[config.mk]
export PLATFORM = sky130hd
export DESIGN_NAME = writeback_queue
export DESIGN_NICKNAME = d
export VERILOG_FILES = /design/src/rtl/writeback_queue_pkg.sv /design/src/rtl/wbq_fwd_match.sv /design/src/rtl/writeback_queue.sv
export SDC_FILE = /design/constraint.sdc
export NUM_CORES = 1
export LEC_CHECK = 0
export BUFFER_PORTS_ARGS = -buffer_cell sky130_fd_sc_hd__buf_4
export CAP_MARGIN = 10
export CORE_ASPECT_RATIO = 0.7
export CORE_UTILIZATION = 59
export CTS_BUF_LIST = sky130_fd_sc_hd__clkbuf_8 sky130_fd_sc_hd__clkbuf_16
export DETAILED_ROUTE_END_ITERATION = 12
export GPL_TIMING_DRIVEN = 0
export HOLD_SLACK_MARGIN = 0.02
export PLACE_DENSITY = 0.83
export SYNTH_ARGS = -nofsm -noshare
export SYNTH_HDL_FRONTEND = slang
export SYNTH_SLANG_ARGS = --single-unit
[constraint.sdc]
create_clock -name clock -period 4.2 [get_ports clock]
set_input_delay 0.21 -clock clock [delete_from_list [all_inputs] [get_ports clock]]
set_output_delay 0.21 -clock clock [all_outputs]
set_load 0.01 [all_outputs]
[src/rtl/writeback_queue_pkg.sv]
// -----------------------------------------------------------------------------
// writeback_queue_pkg
//   Shared register-file geometry for the writeback queue and its lookup
//   sub-module. The same values are used by the register file itself:
//   32 registers of 32 bits, addressed by 5 bits, with R0 hard-wired to zero.
// -----------------------------------------------------------------------------
package writeback_queue_pkg;

  localparam int RF_ADDR_W = 5;
  localparam int RF_DATA_W = 32;

endpackage

[src/rtl/wbq_fwd_match.sv]
// -----------------------------------------------------------------------------
// wbq_fwd_match
//   One bypass lookup port. Compares a read address against a set of pending
//   writes and returns the data of the youngest valid match.
//   Entries are supplied age-ordered: index 0 is the oldest candidate and
//   index N-1 the youngest, so a later match overrides an earlier one.
//   Address 0 (R0) never hits because R0 always reads as zero.
// Ports:
//   lk_addr    in   ADDR_W     register address being read
//   ent_addr   in   N*ADDR_W   candidate destination addresses, oldest first
//   ent_data   in   N*DATA_W   candidate write values, oldest first
//   ent_valid  in   N          candidate valid flags
//   hit        out  1          a valid candidate targets lk_addr
//   data       out  DATA_W     youngest matching value, 0 when no hit
// -----------------------------------------------------------------------------
module wbq_fwd_match
  import writeback_queue_pkg::*;
#(
  parameter int N      = 5,
  parameter int ADDR_W = RF_ADDR_W,
  parameter int DATA_W = RF_DATA_W
) (
  input  logic [ADDR_W-1:0]   lk_addr,
  input  logic [N*ADDR_W-1:0] ent_addr,
  input  logic [N*DATA_W-1:0] ent_data,
  input  logic [N-1:0]        ent_valid,
  output logic                hit,
  output logic [DATA_W-1:0]   data
);

  logic lk_nonzero;

  assign lk_nonzero = (lk_addr != {ADDR_W{1'b0}});

  // Priority select: scanning oldest to youngest lets the youngest match win.
  always_comb begin
    hit  = 1'b0;
    data = {DATA_W{1'b0}};
    for (int i = 0; i < N; i++) begin
      hit  = hit | (ent_valid[i] & lk_nonzero & (ent_addr[i*ADDR_W +: ADDR_W] == lk_addr));
      data = (ent_valid[i] & lk_nonzero & (ent_addr[i*ADDR_W +: ADDR_W] == lk_addr))
             ? ent_data[i*DATA_W +: DATA_W] : data;
    end
  end

endmodule

[src/rtl/writeback_queue.sv]
// -----------------------------------------------------------------------------
// writeback_queue
//   Small FIFO between the execute/load path and the register-file write port.
//   Accepts one write per cycle, drains one per cycle into a registered
//   (enable, RW, PW) stage, and stalls the drain while rf_hold is high.
//   Writes to R0 complete the handshake but are dropped.
//   Optional bypass lookups on the A/B/D read ports see every queued entry plus
//   the output stage, youngest first.
// Configuration macro:
//   WBQ_FORWARD_EN  defined   -> three wbq_fwd_match lookup ports are built
//                   undefined -> lk_hit and lk_data are constant zero
// Ports:
//   clock      in   1          rising-edge clock (register-file clock)
//   reset_n    in   1          asynchronous active-low reset
//   in_valid   in   1          producer offers a write
//   in_ready   out  1          a slot is free (count != DEPTH)
//   in_addr    in   ADDR_W     destination register
//   in_data    in   DATA_W     write value
//   rf_hold    in   1          write port borrowed this cycle, do not pop
//   rf_enable  out  1          register-file write enable (registered)
//   rf_addr    out  ADDR_W     register-file RW (registered)
//   rf_data    out  DATA_W     register-file PW (registered)
//   lk_addr    in   3*ADDR_W   lookup addresses {D,B,A}
//   lk_hit     out  3          pending-write hit {D,B,A}
//   lk_data    out  3*DATA_W   forwarded values {D,B,A}
// -----------------------------------------------------------------------------
module writeback_queue
  import writeback_queue_pkg::*;
#(
  parameter int DEPTH  = 4,
  parameter int DATA_W = RF_DATA_W,
  parameter int ADDR_W = RF_ADDR_W
) (
  input  logic                clock,
  input  logic                reset_n,
  input  logic                in_valid,
  output logic                in_ready,
  input  logic [ADDR_W-1:0]   in_addr,
  input  logic [DATA_W-1:0]   in_data,
  input  logic                rf_hold,
  output logic                rf_enable,
  output logic [ADDR_W-1:0]   rf_addr,
  output logic [DATA_W-1:0]   rf_data,
  input  logic [3*ADDR_W-1:0] lk_addr,
  output logic [2:0]          lk_hit,
  output logic [3*DATA_W-1:0] lk_data
);

  localparam int PTR_W = (DEPTH > 1) ? $clog2(DEPTH) : 1;
  localparam int CNT_W = $clog2(DEPTH + 1);
  localparam logic [CNT_W-1:0] FULL_COUNT = CNT_W'(DEPTH);

  logic [ADDR_W-1:0] mem_addr [DEPTH];
  logic [DATA_W-1:0] mem_data [DEPTH];
  logic [PTR_W-1:0]  wr_ptr;
  logic [PTR_W-1:0]  rd_ptr;
  logic [CNT_W-1:0]  count;
  logic              do_push;
  logic              do_pop;

  // Full is judged on the registered count only, so a pop in the same cycle
  // never opens a slot early and in_ready has no path from rf_hold.
  assign in_ready = (count != FULL_COUNT);
  assign do_push  = in_valid & in_ready & (in_addr != {ADDR_W{1'b0}});
  assign do_pop   = (count != {CNT_W{1'b0}}) & ~rf_hold;

  // Pointer and occupancy bookkeeping.
  always_ff @(posedge clock or negedge reset_n) begin
    if (!reset_n) begin
      wr_ptr <= {PTR_W{1'b0}};
      rd_ptr <= {PTR_W{1'b0}};
      count  <= {CNT_W{1'b0}};
    end else begin
      if (do_push) begin
        wr_ptr <= wr_ptr + PTR_W'(1);
      end
      if (do_pop) begin
        rd_ptr <= rd_ptr + PTR_W'(1);
      end
      case ({do_push, do_pop})
        2'b10:   count <= count + CNT_W'(1);
        2'b01:   count <= count - CNT_W'(1);
        default: count <= count;
      endcase
    end
  end

  // Entry storage, written at the tail.
  always_ff @(posedge clock or negedge reset_n) begin
    if (!reset_n) begin
      for (int i = 0; i < DEPTH; i++) begin
        mem_addr[i] <= {ADDR_W{1'b0}};
        mem_data[i] <= {DATA_W{1'b0}};
      end
    end else begin
      if (do_push) begin
        mem_addr[wr_ptr] <= in_addr;
        mem_data[wr_ptr] <= in_data;
      end
    end
  end

  // Registered write-port stage; address/data hold when idle.
  always_ff @(posedge clock or negedge reset_n) begin
    if (!reset_n) begin
      rf_enable <= 1'b0;
      rf_addr   <= {ADDR_W{1'b0}};
      rf_data   <= {DATA_W{1'b0}};
    end else begin
      if (do_pop) begin
        rf_enable <= 1'b1;
        rf_addr   <= mem_addr[rd_ptr];
        rf_data   <= mem_data[rd_ptr];
      end else begin
        rf_enable <= 1'b0;
      end
    end
  end

`ifdef WBQ_FORWARD_EN
  localparam int NENT = DEPTH + 1;

  logic [NENT*ADDR_W-1:0] ent_addr;
  logic [NENT*DATA_W-1:0] ent_data;
  logic [NENT-1:0]        ent_valid;

  // Age-ordered candidate list: slot 0 is the output stage (oldest), slot k+1
  // is the k-th queued entry counted from the head.
  always_comb begin
    ent_addr  = {(NENT*ADDR_W){1'b0}};
    ent_data  = {(NENT*DATA_W){1'b0}};
    ent_valid = {NENT{1'b0}};
    ent_addr[0 +: ADDR_W] = rf_addr;
    ent_data[0 +: DATA_W] = rf_data;
    ent_valid[0]          = rf_enable;
    for (int k = 0; k < DEPTH; k++) begin
      ent_addr[(k+1)*ADDR_W +: ADDR_W] = mem_addr[PTR_W'(rd_ptr + PTR_W'(k))];
      ent_data[(k+1)*DATA_W +: DATA_W] = mem_data[PTR_W'(rd_ptr + PTR_W'(k))];
      ent_valid[k+1]                   = (CNT_W'(k) < count);
    end
  end

  for (genvar p = 0; p < 3; p++) begin : g_lookup
    wbq_fwd_match #(
      .N      (NENT),
      .ADDR_W (ADDR_W),
      .DATA_W (DATA_W)
    ) u_match (
      .lk_addr   (lk_addr[p*ADDR_W +: ADDR_W]),
      .ent_addr  (ent_addr),
      .ent_data  (ent_data),
      .ent_valid (ent_valid),
      .hit       (lk_hit[p]),
      .data      (lk_data[p*DATA_W +: DATA_W])
    );
  end
`else
  // No bypass: consumers must stall on pending writes.
  logic lk_addr_unused;

  assign lk_addr_unused = ^lk_addr;
  assign lk_hit         = 3'b000;
  assign lk_data        = {(3*DATA_W){1'b0}};
`endif

endmodule

==> results.cfg <==
[power]
clockPowerShare_pct = 21.0
pwr-share-comb_pct = 38.5
power_density_mw_per_mm2 = 762
seqPwrFrac_pct = 40.5
switchingPower_mw = 2.42
intPower_mw = 5.86
leakage_nw = 5.04
switching_share_pct = 29.2
vdd_ir_drop_max_mv = 0.445

[clocking]
ctsHoldBuffers = 1
cts_tree = built
htreeDepth = 4
clk_pin_slew_worst_paths_ns = 0.07
post_cts_resized = 0
clk_root_buffer_cell = clkbuf_16
cts_setup_buffers = 0
cts.path.max_buffers = 2
clock_latency_ns = 0.42
clock-sinks = 193
cts_buffers = 17

[logic_synthesis]
syn_area_mm2 = 0.00898
ys_ff_latch = 193
synthCells = 573
synth_warnings = 0
synth_cell_types = 23
ys_seq_area_share_pct = 53.8
syn_area_per_cell_um2 = 15.7

[worst_setup_path]
cp_max_fo = 11
path_buf_inv = 2
cp.depth = 7
cp-start-kind = flip-flop
slowest_stage = dfrtp_1
r2r_end = count[1]
crit_family = buffers and inverters
cp_cell_sequence = nor3_1 -> nor2_1 -> buf_2 -> buf_2 -> ha_1 -> fa_1 -> mux2_2
cp_common_cell = buf_2
endpoint_kind = flip-flop
critPathKind = reg -> reg
required_ns = 4.50
arrival_ns = 2.89
critical_path.max_stage_delay_ns = 0.44
reg2reg_slack_ns = 1.61
rr_startpoint = count[0]
reg2reg_depth = 7

[worst_hold_path]
min_to = mem_data[77]
hold_depth = 2
hp-start = in_data[13]
min_path_type = in -> reg

[floorplanning]
row_count = 37
core_mm2 = 0.0148
start_util_pct = 60.8
fp.dieW_um = 149
die_y_um = 105
fp.dieArea_mm2 = 0.0157
pin_count = 194

[global_route]
grt_pass1_wl_um = 27900
track_usage_pct = 23.4
grt-ovfl-total = 0
grt_pass1_vias = 5297
antenna_found_initial = 0
grt_max_degree = 106

[layout]
mostFrequentLayoutCell = dfrtp_1
drive_gt1_share_pct = 58.3
synthToLayoutAreaGrowth_pct = 20.9
fin_nets = 833
layout_common_cells = dfrtp_1, mux2_2, buf_4, conb_1, mux4_2
final_area_mm2 = 0.0109
antenna_cells = 0

[drt]
drc_errors = 0
antenna_left = 0
wl_per_cell_um = 17.4
dr_total_vias = 4939
vias_per_cell = 5.06
drtIter0Drc = 199
first_pass_iters = 4
routed_wl_um = 17000

[timing]
setup_viol = 0
clock-skew-final_ns = 0.00934
grt_setup_unrepaired = false
period_share_pct = 61.7
hold_viol = 0
max_freq_mhz = 386
finalMaxSlewViolations = 0
fin_setup_tns_ns = 0
worstMarginPinSlew_ns = 1.07
relSlewSlack_pct = 28.3
period_needed_ns = 2.59

[place]
hpwl_um = 11600
io_buffers = 79
place_area_mm2 = 0.0102
routabilityCongestion = 0.677

[run]
cap_violations = 0

[run_status]
outcome = completed
layout make-up:
type	instances	area, µm²
timing repair buffer	81	638
inverter	5	18.8
tap	195	244
clock inverter	13	206
buffer	123	930
sequential	193	4830
multi-input combinational	350	3570
clock buffer	17	425
fill	950	3900
logic make-up after synthesis:
family,Yosys count,share of synthesized area (%)
flip-flops,193,53.8
AND/OR/NAND/NOR,10,0.766
multiplexers,224,32.7
buffers and inverters,128,10.6
XOR/XNOR,6,0.585
adder cells (fa/ha/maj),6,0.919
AO/OA/AOI/OAI,5,0.668
other,1,0.0417
metal layers:
layer	up-vias	part of all wire [%]	wire, µm	global-route usage [%]
li1	2239	-	-	-
met1	2597	45	7570	31.5
met2	92	51	8580	38.8
met3	11	4.2	705	5.63
met4	0	0.63	107	5.25
met5	-	0	0	0
metrics by stage:
stage | hold slack (ns) | util (%) | worst slack [ns] | power (mW) | instances
after floorplan | -0.0856 | - | 2.04 | 5.60 | 671
after global placement | 0.465 | 69.0 | 1.67 | 6.34 | 945
after detailed placement | 0.259 | 69.2 | 1.61 | 6.57 | 946
after CTS | 0.0285 | 73.6 | 1.60 | 8.34 | 977
after global routing | 0.0330 | 73.6 | 1.44 | 8.75 | 977
final | 0.0469 | 73.6 | 1.61 | 8.28 | 977
cells in the mapped netlist:
| cell type | number | area [µm²] |
|---|---|---|
| mux2_2 | 187 | 2110 |
| buf_1 | 2 | 7.51 |
| nor2_1 | 2 | 7.51 |
| inv_1 | 4 | 15.0 |
| nor3b_1 | 1 | 7.51 |
| nor3_1 | 1 | 5.00 |
| a211o_2 | 1 | 10.0 |
| buf_4 | 99 | 743 |
| dfrtp_1 | 193 | 4830 |
| clkbuf_1 | 5 | 18.8 |
| a211oi_2 | 4 | 50.1 |
| xnor2_1 | 3 | 26.3 |
| ha_1 | 5 | 62.6 |
| nand2_1 | 4 | 15.0 |
| clkinv_1 | 1 | 3.75 |
| nor4_4 | 1 | 21.3 |
| buf_6 | 12 | 135 |
| fa_1 | 1 | 20.0 |
| buf_2 | 5 | 25.0 |
| mux4_2 | 37 | 833 |
| conb_1 | 1 | 3.75 |
| xor2_1 | 3 | 26.3 |
| nor3b_2 | 1 | 12.5 |
how the worst max path moves through the flow:
stage / start / to / slack, ns
3_5_place_dp: count[0] / count[1] / 1.61
5_1_grt: count[0] / count[1] / 1.44
3_3_place_gp: count[0] / count[1] / 1.67
4_1_cts: count[0] / count[1] / 1.60
6_report: count[0] / count[1] / 1.61
2_1_floorplan: count[0] / count[2] / 2.04
power groups by stage:
| stage | logic [mW] | registers (mW) | clock network, mW |
|---|---|---|---|
| floorplan | 2.32 | 3.28 | 0 |
| global placement | 3.07 | 3.27 | 0 |
| detailed placement | 3.20 | 3.36 | 0 |
| CTS | 3.23 | 3.35 | 1.77 |
| global route | 3.44 | 3.47 | 1.84 |
| finish | 3.19 | 3.35 | 1.74 |
flip-flops by register name, summed over array words and instances, names as in the netlist:
register and count:
mem_data 128, rf_data 32, wr_ptr 2, mem_addr 20, rd_ptr 2, rf_enable 1, count 3, rf_addr 5
(Power assumes the default switching activity.)
